`config.mk`:
```
export PLATFORM = sky130hd
export DESIGN_NAME = gbf_fill_scheduler_flat
export DESIGN_NICKNAME = d
export VERILOG_FILES = /design/src/rtl/gbf_sched_pkg.sv /design/src/rtl/gbf_fill_scheduler_if.sv /design/src/rtl/gbf_fill_scheduler_arb.sv /design/src/rtl/gbf_fill_scheduler.sv /design/src/flat_wrapper.sv
export SDC_FILE = /design/constraint.sdc
export NUM_CORES = 1
export LEC_CHECK = 0
export CORE_AREA = 2 2 221 223
export DETAILED_ROUTE_END_ITERATION = 8
export DIE_AREA = 0 0 223 225
export GPL_TIMING_DRIVEN = 0
export PLACE_DENSITY = 0.65
export SETUP_SLACK_MARGIN = 0.1
export SLEW_MARGIN = 10
export SYNTH_ARGS = -nofsm -noshare
export SYNTH_HDL_FRONTEND = slang
export SYNTH_HIERARCHICAL = 1
export SYNTH_SLANG_ARGS = --single-unit
```
`constraint.sdc`:
```
create_clock -name clk -period 4.45 [get_ports clk]
set_input_delay 0.89 -clock clk [delete_from_list [all_inputs] [get_ports clk]]
set_output_delay 0.89 -clock clk [all_outputs]
set_load 0.1 [all_outputs]
```
`src/rtl/gbf_sched_pkg.sv`:
```
// gbf_sched_pkg: shared definitions for the GBF fill scheduler.
//   state_e          : scheduler FSM encoding (IDLE=0, REQ=1, XFER=2, DONE=3)
//   ACTV1..WGT2      : requester indices, matching need_data/gbf_w_en/fill_done bit order
//   idx2onehot()     : 2-bit requester index to 4-bit one-hot vector
package gbf_sched_pkg;

    typedef enum logic [1:0] {
        ST_IDLE = 2'd0,
        ST_REQ  = 2'd1,
        ST_XFER = 2'd2,
        ST_DONE = 2'd3
    } state_e;

    localparam logic [1:0] ACTV1 = 2'd0;
    localparam logic [1:0] ACTV2 = 2'd1;
    localparam logic [1:0] WGT1  = 2'd2;
    localparam logic [1:0] WGT2  = 2'd3;

    function automatic logic [3:0] idx2onehot(input logic [1:0] idx);
        return 4'b0001 << idx;
    endfunction

endpackage

```
`src/rtl/gbf_fill_scheduler_if.sv`:
```
// gbf_fill_scheduler_if: external memory port of the GBF fill scheduler.
//   mem_req_valid/ready/addr/len : burst request channel (scheduler -> memory)
//   mem_rd_valid/ready/data      : return beat channel (memory -> scheduler)
//   modport master : scheduler side; modport slave : memory side
interface gbf_fill_scheduler_if #(
    parameter int unsigned DATA_W     = 256,
    parameter int unsigned MEM_ADDR_W = 32,
    parameter int unsigned LEN_W      = 6
) ();

    logic                  mem_req_valid;
    logic                  mem_req_ready;
    logic [MEM_ADDR_W-1:0] mem_req_addr;
    logic [LEN_W-1:0]      mem_req_len;
    logic                  mem_rd_valid;
    logic                  mem_rd_ready;
    logic [DATA_W-1:0]     mem_rd_data;

    modport master (
        output mem_req_valid, mem_req_addr, mem_req_len, mem_rd_ready,
        input  mem_req_ready, mem_rd_valid, mem_rd_data
    );

    modport slave (
        input  mem_req_valid, mem_req_addr, mem_req_len, mem_rd_ready,
        output mem_req_ready, mem_rd_valid, mem_rd_data
    );

endinterface

```
`src/rtl/gbf_fill_scheduler_arb.sv`:
```
// rr_arbiter4: combinational 4-way round-robin arbiter.
//   req       in  4 : request vector
//   ptr       in  2 : highest-priority index this round
//   grant     out 4 : one-hot grant (all zero if no request)
//   grant_idx out 2 : index of the granted requester (ptr when no request)
module rr_arbiter4 (
    input  logic [3:0] req,
    input  logic [1:0] ptr,
    output logic [3:0] grant,
    output logic [1:0] grant_idx
);

    logic [1:0] idx;

    // Scan ptr, ptr+1, ... (mod 4); the first set request wins.
    always_comb begin
        grant     = '0;
        grant_idx = ptr;
        idx       = '0;
        for (int unsigned i = 0; i < 4; i++) begin
            idx = ptr + 2'(i);
            if (req[idx] && (grant == '0)) begin
                grant[idx] = 1'b1;
                grant_idx  = idx;
            end
        end
    end

endmodule

```
`src/rtl/gbf_fill_scheduler.sv`:
```
// gbf_fill_scheduler: refills the four double-buffered GBFs (actv1, actv2,
// wgt1, wgt2) from external memory, one buffer at a time, round-robin.
//   clk, reset   : clock, synchronous active-high reset
//   en           : permits new grants (an ongoing burst always completes)
//   need_data    : per-buffer refill level requests
//   mem          : memory burst request / return beat port (master side)
//   gbf_w_en/addr/data : registered one-hot GBF write port
//   fill_done    : one-cycle pulse for the buffer just completed
//   busy         : FSM not in IDLE
module gbf_fill_scheduler
    import gbf_sched_pkg::*;
#(
    parameter int unsigned GBF_DATA_BITWIDTH = 256,
    parameter int unsigned GBF_ADDR_BITWIDTH = 5,
    parameter int unsigned GBF_DEPTH         = 32,
    parameter int unsigned MEM_ADDR_BITWIDTH = 32,
    parameter logic [MEM_ADDR_BITWIDTH-1:0] ACTV_BASE = '0,
    parameter logic [MEM_ADDR_BITWIDTH-1:0] WGT_BASE  = 'h10000
) (
    input  logic                          clk,
    input  logic                          reset,
    input  logic                          en,
    input  logic [3:0]                    need_data,
    gbf_fill_scheduler_if.master          mem,
    output logic [3:0]                    gbf_w_en,
    output logic [GBF_ADDR_BITWIDTH-1:0]  gbf_w_addr,
    output logic [GBF_DATA_BITWIDTH-1:0]  gbf_w_data,
    output logic [3:0]                    fill_done,
    output logic                          busy
);

    localparam logic [GBF_ADDR_BITWIDTH-1:0] LAST_BEAT  = GBF_ADDR_BITWIDTH'(GBF_DEPTH - 1);
    localparam logic [MEM_ADDR_BITWIDTH-1:0] PTR_STEP   = MEM_ADDR_BITWIDTH'(GBF_DEPTH);
    localparam logic [GBF_ADDR_BITWIDTH:0]   BURST_LEN  = (GBF_ADDR_BITWIDTH + 1)'(GBF_DEPTH);

    state_e                         state_q, state_d;
    logic [1:0]                     sel_q, sel_d;
    logic [1:0]                     rr_ptr_q, rr_ptr_d;
    logic [MEM_ADDR_BITWIDTH-1:0]   actv_ptr_q, actv_ptr_d;
    logic [MEM_ADDR_BITWIDTH-1:0]   wgt_ptr_q, wgt_ptr_d;
    logic [GBF_ADDR_BITWIDTH-1:0]   beat_q, beat_d;
    logic                           mask_q, mask_d;
    logic [3:0]                     w_en_q, w_en_d;
    logic [GBF_ADDR_BITWIDTH-1:0]   w_addr_q, w_addr_d;
    logic [GBF_DATA_BITWIDTH-1:0]   w_data_q, w_data_d;

    logic [3:0] eligible;
    logic [3:0] arb_grant;
    logic [1:0] arb_idx;
    logic       beat_fire;
    logic       sel_is_wgt;

    // The buffer just filled gets one IDLE cycle to drop its level.
    assign eligible   = need_data & ~(mask_q ? idx2onehot(sel_q) : 4'b0000);
    assign beat_fire  = (state_q == ST_XFER) && mem.mem_rd_valid;
    assign sel_is_wgt = (sel_q == WGT1) || (sel_q == WGT2);

    rr_arbiter4 u_arb (
        .req       (eligible),
        .ptr       (rr_ptr_q),
        .grant     (arb_grant),
        .grant_idx (arb_idx)
    );

    always_ff @(posedge clk) begin
        if (reset) begin
            state_q    <= ST_IDLE;
            sel_q      <= '0;
            rr_ptr_q   <= '0;
            actv_ptr_q <= ACTV_BASE;
            wgt_ptr_q  <= WGT_BASE;
            beat_q     <= '0;
            mask_q     <= 1'b0;
            w_en_q     <= '0;
            w_addr_q   <= '0;
            w_data_q   <= '0;
        end else begin
            state_q    <= state_d;
            sel_q      <= sel_d;
            rr_ptr_q   <= rr_ptr_d;
            actv_ptr_q <= actv_ptr_d;
            wgt_ptr_q  <= wgt_ptr_d;
            beat_q     <= beat_d;
            mask_q     <= mask_d;
            w_en_q     <= w_en_d;
            w_addr_q   <= w_addr_d;
            w_data_q   <= w_data_d;
        end
    end

    always_comb begin
        state_d    = state_q;
        sel_d      = sel_q;
        rr_ptr_d   = rr_ptr_q;
        actv_ptr_d = actv_ptr_q;
        wgt_ptr_d  = wgt_ptr_q;
        beat_d     = beat_q;
        mask_d     = 1'b0;
        w_en_d     = '0;
        w_addr_d   = w_addr_q;
        w_data_d   = w_data_q;

        if (beat_fire) begin
            w_en_d   = idx2onehot(sel_q);
            w_addr_d = beat_q;
            w_data_d = mem.mem_rd_data;
            beat_d   = beat_q + 1'b1;
        end

        case (state_q)
            ST_IDLE: begin
                if (en && (arb_grant != '0)) begin
                    sel_d   = arb_idx;
                    state_d = ST_REQ;
                end
            end
            ST_REQ: begin
                if (mem.mem_req_ready) begin
                    state_d = ST_XFER;
                    beat_d  = '0;
                end
            end
            ST_XFER: begin
                if (beat_fire && (beat_q == LAST_BEAT)) begin
                    state_d = ST_DONE;
                end
            end
            ST_DONE: begin
                if (sel_is_wgt) begin
                    wgt_ptr_d = wgt_ptr_q + PTR_STEP;
                end else begin
                    actv_ptr_d = actv_ptr_q + PTR_STEP;
                end
                rr_ptr_d = sel_q + 2'd1;
                mask_d   = 1'b1;
                state_d  = ST_IDLE;
            end
            default: state_d = ST_IDLE;
        endcase
    end

    assign mem.mem_req_valid = (state_q == ST_REQ);
    assign mem.mem_req_addr  = (state_q != ST_REQ) ? '0 : (sel_is_wgt ? wgt_ptr_q : actv_ptr_q);
    assign mem.mem_req_len   = (state_q == ST_REQ) ? BURST_LEN : '0;
    assign mem.mem_rd_ready  = (state_q == ST_XFER);

    assign gbf_w_en   = w_en_q;
    assign gbf_w_addr = w_addr_q;
    assign gbf_w_data = w_data_q;
    assign fill_done  = (state_q == ST_DONE) ? idx2onehot(sel_q) : 4'b0000;
    assign busy       = (state_q != ST_IDLE);

endmodule

```
`src/flat_wrapper.sv`:
```
// flat-port wrapper written by rule: the top's interface ports become plain ports
module gbf_fill_scheduler_flat import gbf_sched_pkg::*;
#(
    parameter int unsigned GBF_DATA_BITWIDTH = 256,
    parameter int unsigned GBF_ADDR_BITWIDTH = 5,
    parameter int unsigned GBF_DEPTH         = 32,
    parameter int unsigned MEM_ADDR_BITWIDTH = 32,
    parameter logic [MEM_ADDR_BITWIDTH-1:0] ACTV_BASE = '0,
    parameter logic [MEM_ADDR_BITWIDTH-1:0] WGT_BASE  = 'h10000
)
  (clk, reset, en, need_data, gbf_w_en, gbf_w_addr, gbf_w_data, fill_done, busy, mem_mem_req_valid, mem_mem_req_addr, mem_mem_req_len, mem_mem_rd_ready, mem_mem_req_ready, mem_mem_rd_valid, mem_mem_rd_data);
  gbf_fill_scheduler_if #(.DATA_W((256)), .MEM_ADDR_W((32)), .LEN_W((5) + 1)) mem_i ();
  input  logic clk;
  input  logic reset;
  input  logic en;
  input  logic [3:0] need_data;
  output logic [3:0] gbf_w_en;
  output logic [GBF_ADDR_BITWIDTH-1:0] gbf_w_addr;
  output logic [GBF_DATA_BITWIDTH-1:0] gbf_w_data;
  output logic [3:0] fill_done;
  output logic busy;
  output wire logic [$bits(mem_i.mem_req_valid)-1:0] mem_mem_req_valid;
  output wire logic [$bits(mem_i.mem_req_addr)-1:0] mem_mem_req_addr;
  output wire logic [$bits(mem_i.mem_req_len)-1:0] mem_mem_req_len;
  output wire logic [$bits(mem_i.mem_rd_ready)-1:0] mem_mem_rd_ready;
  input wire logic [$bits(mem_i.mem_req_ready)-1:0] mem_mem_req_ready;
  input wire logic [$bits(mem_i.mem_rd_valid)-1:0] mem_mem_rd_valid;
  input wire logic [$bits(mem_i.mem_rd_data)-1:0] mem_mem_rd_data;
  assign mem_mem_req_valid = mem_i.mem_req_valid;
  assign mem_mem_req_addr = mem_i.mem_req_addr;
  assign mem_mem_req_len = mem_i.mem_req_len;
  assign mem_mem_rd_ready = mem_i.mem_rd_ready;
  assign mem_i.mem_req_ready = mem_mem_req_ready;
  assign mem_i.mem_rd_valid = mem_mem_rd_valid;
  assign mem_i.mem_rd_data = mem_mem_rd_data;
  gbf_fill_scheduler #(.GBF_DATA_BITWIDTH(GBF_DATA_BITWIDTH), .GBF_ADDR_BITWIDTH(GBF_ADDR_BITWIDTH), .GBF_DEPTH(GBF_DEPTH), .MEM_ADDR_BITWIDTH(MEM_ADDR_BITWIDTH), .ACTV_BASE(ACTV_BASE), .WGT_BASE(WGT_BASE)) u_core (.clk(clk), .reset(reset), .en(en), .need_data(need_data), .mem(mem_i), .gbf_w_en(gbf_w_en), .gbf_w_addr(gbf_w_addr), .gbf_w_data(gbf_w_data), .fill_done(fill_done), .busy(busy));
endmodule
```
==> flow_metrics.tcl <==
set metrics [dict create \
    outcome "finished, final reports clean" \
    fin_worst_skew_ns 0.0286 \
    dp.cells 2862 \
    routedWlPerCell_um 17.5 \
    drt_iter0_drc 670 \
    path_delay_family "buffers and inverters" \
    ys.flop_type "dfxtp_1" \
    core-area_um2 47500 \
    worst-setup-path-type "flop to output pin" \
    cp_data_required_time_ns 3.56 \
    gp_congestion 0.882 \
    slew_violations 0 \
    worst_setup_path_end_kind "output pin" \
    hold_viol 0 \
    synthToLayoutAreaGrowth_pct 58.9 \
    synth.most_common_cell "nand2_1" \
    via_count 13600 \
    syn_avg_cell_area_um2 7.86 \
    num_rows 80 \
    cts_hold_buffers 0 \
    yosysSeqAreaShare 0.503 \
    dieWidth_um 223 \
    cp.arrival_ns 3.21 \
    ys.warnings.count 6 \
    cts_max_path_buffers 3 \
    max_slew_margin 0.261 \
    pwr_density_cell_nw_per_um2 499 \
    hpwl_mm 39.5 \
    max-cap-violations 0 \
    antenna_found_initial 5 \
    synth_edf_count 0 \
    cp_slowest_stage_delay_ns 0.88 \
    rsz0062_at_grt "false" \
    syn_inst 1675 \
    drt_wl_total_mm 51.5 \
    cts_root_buf "clkbuf_16" \
    firstDrtPassIters 6 \
    finalCriticalPeriod_ns 4.10 \
    grt_pass1_vias 13500 \
    cp_cell_sequence "inv_1 -> ha_1 -> or2_1 -> buf_6 -> clkbuf_1 -> nand2_1 -> a21boi_0 -> clkdlybuf4s15_1" \
    p_leak_nw 7.13 \
    finalNetCount 2576 \
    numCtsBuffers 40 \
    ys_types 58 \
    ctsHtreeMaxLevel 2 \
    grt_max_degree 13 \
    die_h_um 225 \
    ir_drop_uv 329 \
    fin_cells 2936 \
    grt_usage 0.195 \
    ys_ff_latch 331 \
    globalRouteOverflowTotal 0 \
    synth_area_um2 13200 \
    cts.sinks 331 \
    crit_path_top_delay_cell "clkdlybuf4s15_1" \
    hp-class "flop to flop" \
    critPathLaunchType "flop" \
    path_buf_inv 4 \
    finalSetupViolCount 0 \
    drive_above_1_share 0.0522 \
    drc 0 \
    hold-worst-slack_ns 0.452 \
    grt_pass1_wl_mm 76.3 \
    postRouteAntennaNets 0 \
    tritoncts "built" \
    critPathMaxFanout 10 \
    insertion_delay_ns 0.55 \
    yosysTopAreaCellShare 0.503 \
    die-area_um2 50200 \
    period_share 0.921 \
    async_flop_share 0 \
    synthTopCellsByArea "dfxtp_1 50%, nand2_1 17%, a21oi_1 11%" \
    worst_slew_pin_slew_ns 1.10 \
    path_clk_slew_ns 0.05 \
    via_per_inst 4.62 \
    start_util 0.277 \
    synthTopCellsByCount "612 x nand2_1, 331 x dfxtp_1, 278 x a21oi_1" \
    ios 575 \
    setup_tns_ns 0 \
    synth.largest_area_cell "dfxtp_1" \
    fmax_ghz 0.244 \
    numPortBuffers 563 \
]
-- metrics by stage --
step           power, mW  setup WS, ns  area (um^2)  utilization
6_report            10.4         0.351        20900        0.440
5_1_grt             10.9         0.118        20900        0.440
4_1_cts             10.5         0.172        20900        0.440
3_5_place_dp        7.25       -0.0683        19600        0.412
3_3_place_gp        7.22         0.108        19600        0.412
2_1_floorplan       6.13        -0.431        13200            -
-- per-layer routing --
| layer | track usage | up-vias | wire length (um) |
|---|---|---|---|
| met2 | 0.339 | 447 | 25400 |
| met4 | 0.0747 | 4 | 1730 |
| li1 | - | 6699 | - |
| met3 | 0.0739 | 96 | 4240 |
| met5 | 0 | - | 27 |
| met1 | 0.216 | 6329 | 20100 |
-- area by class of cell --
class,count,area [um^2]
diodes,4,10.0
plain buffers,125,532
clock buffers,55,1170
clock inverters,14,138
fillers,4658,26600
inverters,13,48.8
multi-input cells,1215,6000
flip-flops and latches,331,6630
well taps,615,769
repair buffers,564,5640
-- cells in the final DEF, fill, tap and decap left out, types with 3 or more instances in the layout --
cell type	n
and4_1	4
a21boi_0	31
o31ai_1	3
clkbuf_16	42
clkdlybuf4s18_2	3
mux2i_1	8
nor3_1	3
or3_1	5
xnor2_1	10
clkbuf_8	7
clkinv_2	9
nand3_1	21
dlygate4sd2_1	3
diode_2	4
dfxtp_1	331
nand4_1	21
nor2_1	69
xor2_1	39
buf_1	11
nor3b_1	4
clkdlybuf4s50_1	536
and2_1	10
o21ai_0	15
a21oi_1	278
inv_1	13
buf_4	12
nor4_1	3
and3_1	8
clkdlybuf4s15_2	15
clkbuf_1	102
nand2_1	612
conb_1	10
buf_2	5
clkbuf_2	4
ha_1	21
-- tightest hold or removal path: cells and delay by family (launching register included) --
family | cells | cell delay [ns]
AOI/OAI and AO/OA | 1 | 0.05
DFF | 1 | 0.30
and+or+nand+nor | 1 | 0.05
-- flip-flops by register name, summed over array words and instances, names as in the netlist --
signal	cells
u_core/gbf_w_data	256
u_core/actv_ptr_q	27
u_core/wgt_ptr_q	27
u_core/beat_q	5
u_core/gbf_w_addr	5
u_core/gbf_w_en	4
u_core/rr_ptr_q	2
u_core/sel_q	2
u_core/state_q	2
u_core/mask_q	1
-- report_power, final --
| group | switching, mW | internal (mW) | leakage [nW] | total [mW] |
|---|---|---|---|---|
| Clock | 1.29 | 1.95 | 0.650 | 3.24 |
| Combinational | 2.86 | 0.982 | 3.80 | 3.84 |
| Sequential | 0.145 | 3.22 | 2.67 | 3.36 |
-- cell families (layout without fill, tap and decap cells) --
family          Yosys count  in the layout  share of synthesized area
fa+ha+maj                21             21                     0.0199
buf+inv                 138            771                     0.0440
xor+xnor                 49             49                     0.0326
flops                   331            331                      0.503
simple gates            774            774                      0.241
compound gates          348            348                      0.146
mux                      13             13                     0.0135
other cells               1             14                   0.000285
-- repair_timing --
action / in CTS / in global routing
setup buffers: 0 / 1
pin swaps: 0 / 1
gates cloned: 0 / 0
resized for setup: 87 / 17
endpoints found under the setup margin: 27 / 24
-- worst paths after layout --
path / cells after the start / to / from / slack (ns)
min reg2reg: 2 / u_core/gbf_w_data[177]$_SDFFE_PP0P_ / u_core/gbf_w_data[177]$_SDFFE_PP0P_ / 0.45
min: 2 / u_core/gbf_w_data[177]$_SDFFE_PP0P_ / u_core/gbf_w_data[177]$_SDFFE_PP0P_ / 0.45
max reg2reg: 14 / u_core/state_q[1]$_SDFFE_PP0P_ / u_core/rr_ptr_q[1]$_SDFFE_PP0P_ / 0.51
max: 8 / mem_mem_req_addr[5] / u_core/sel_q[0]$_SDFFE_PP0P_ / 0.35
(Power assumes the default switching activity.)
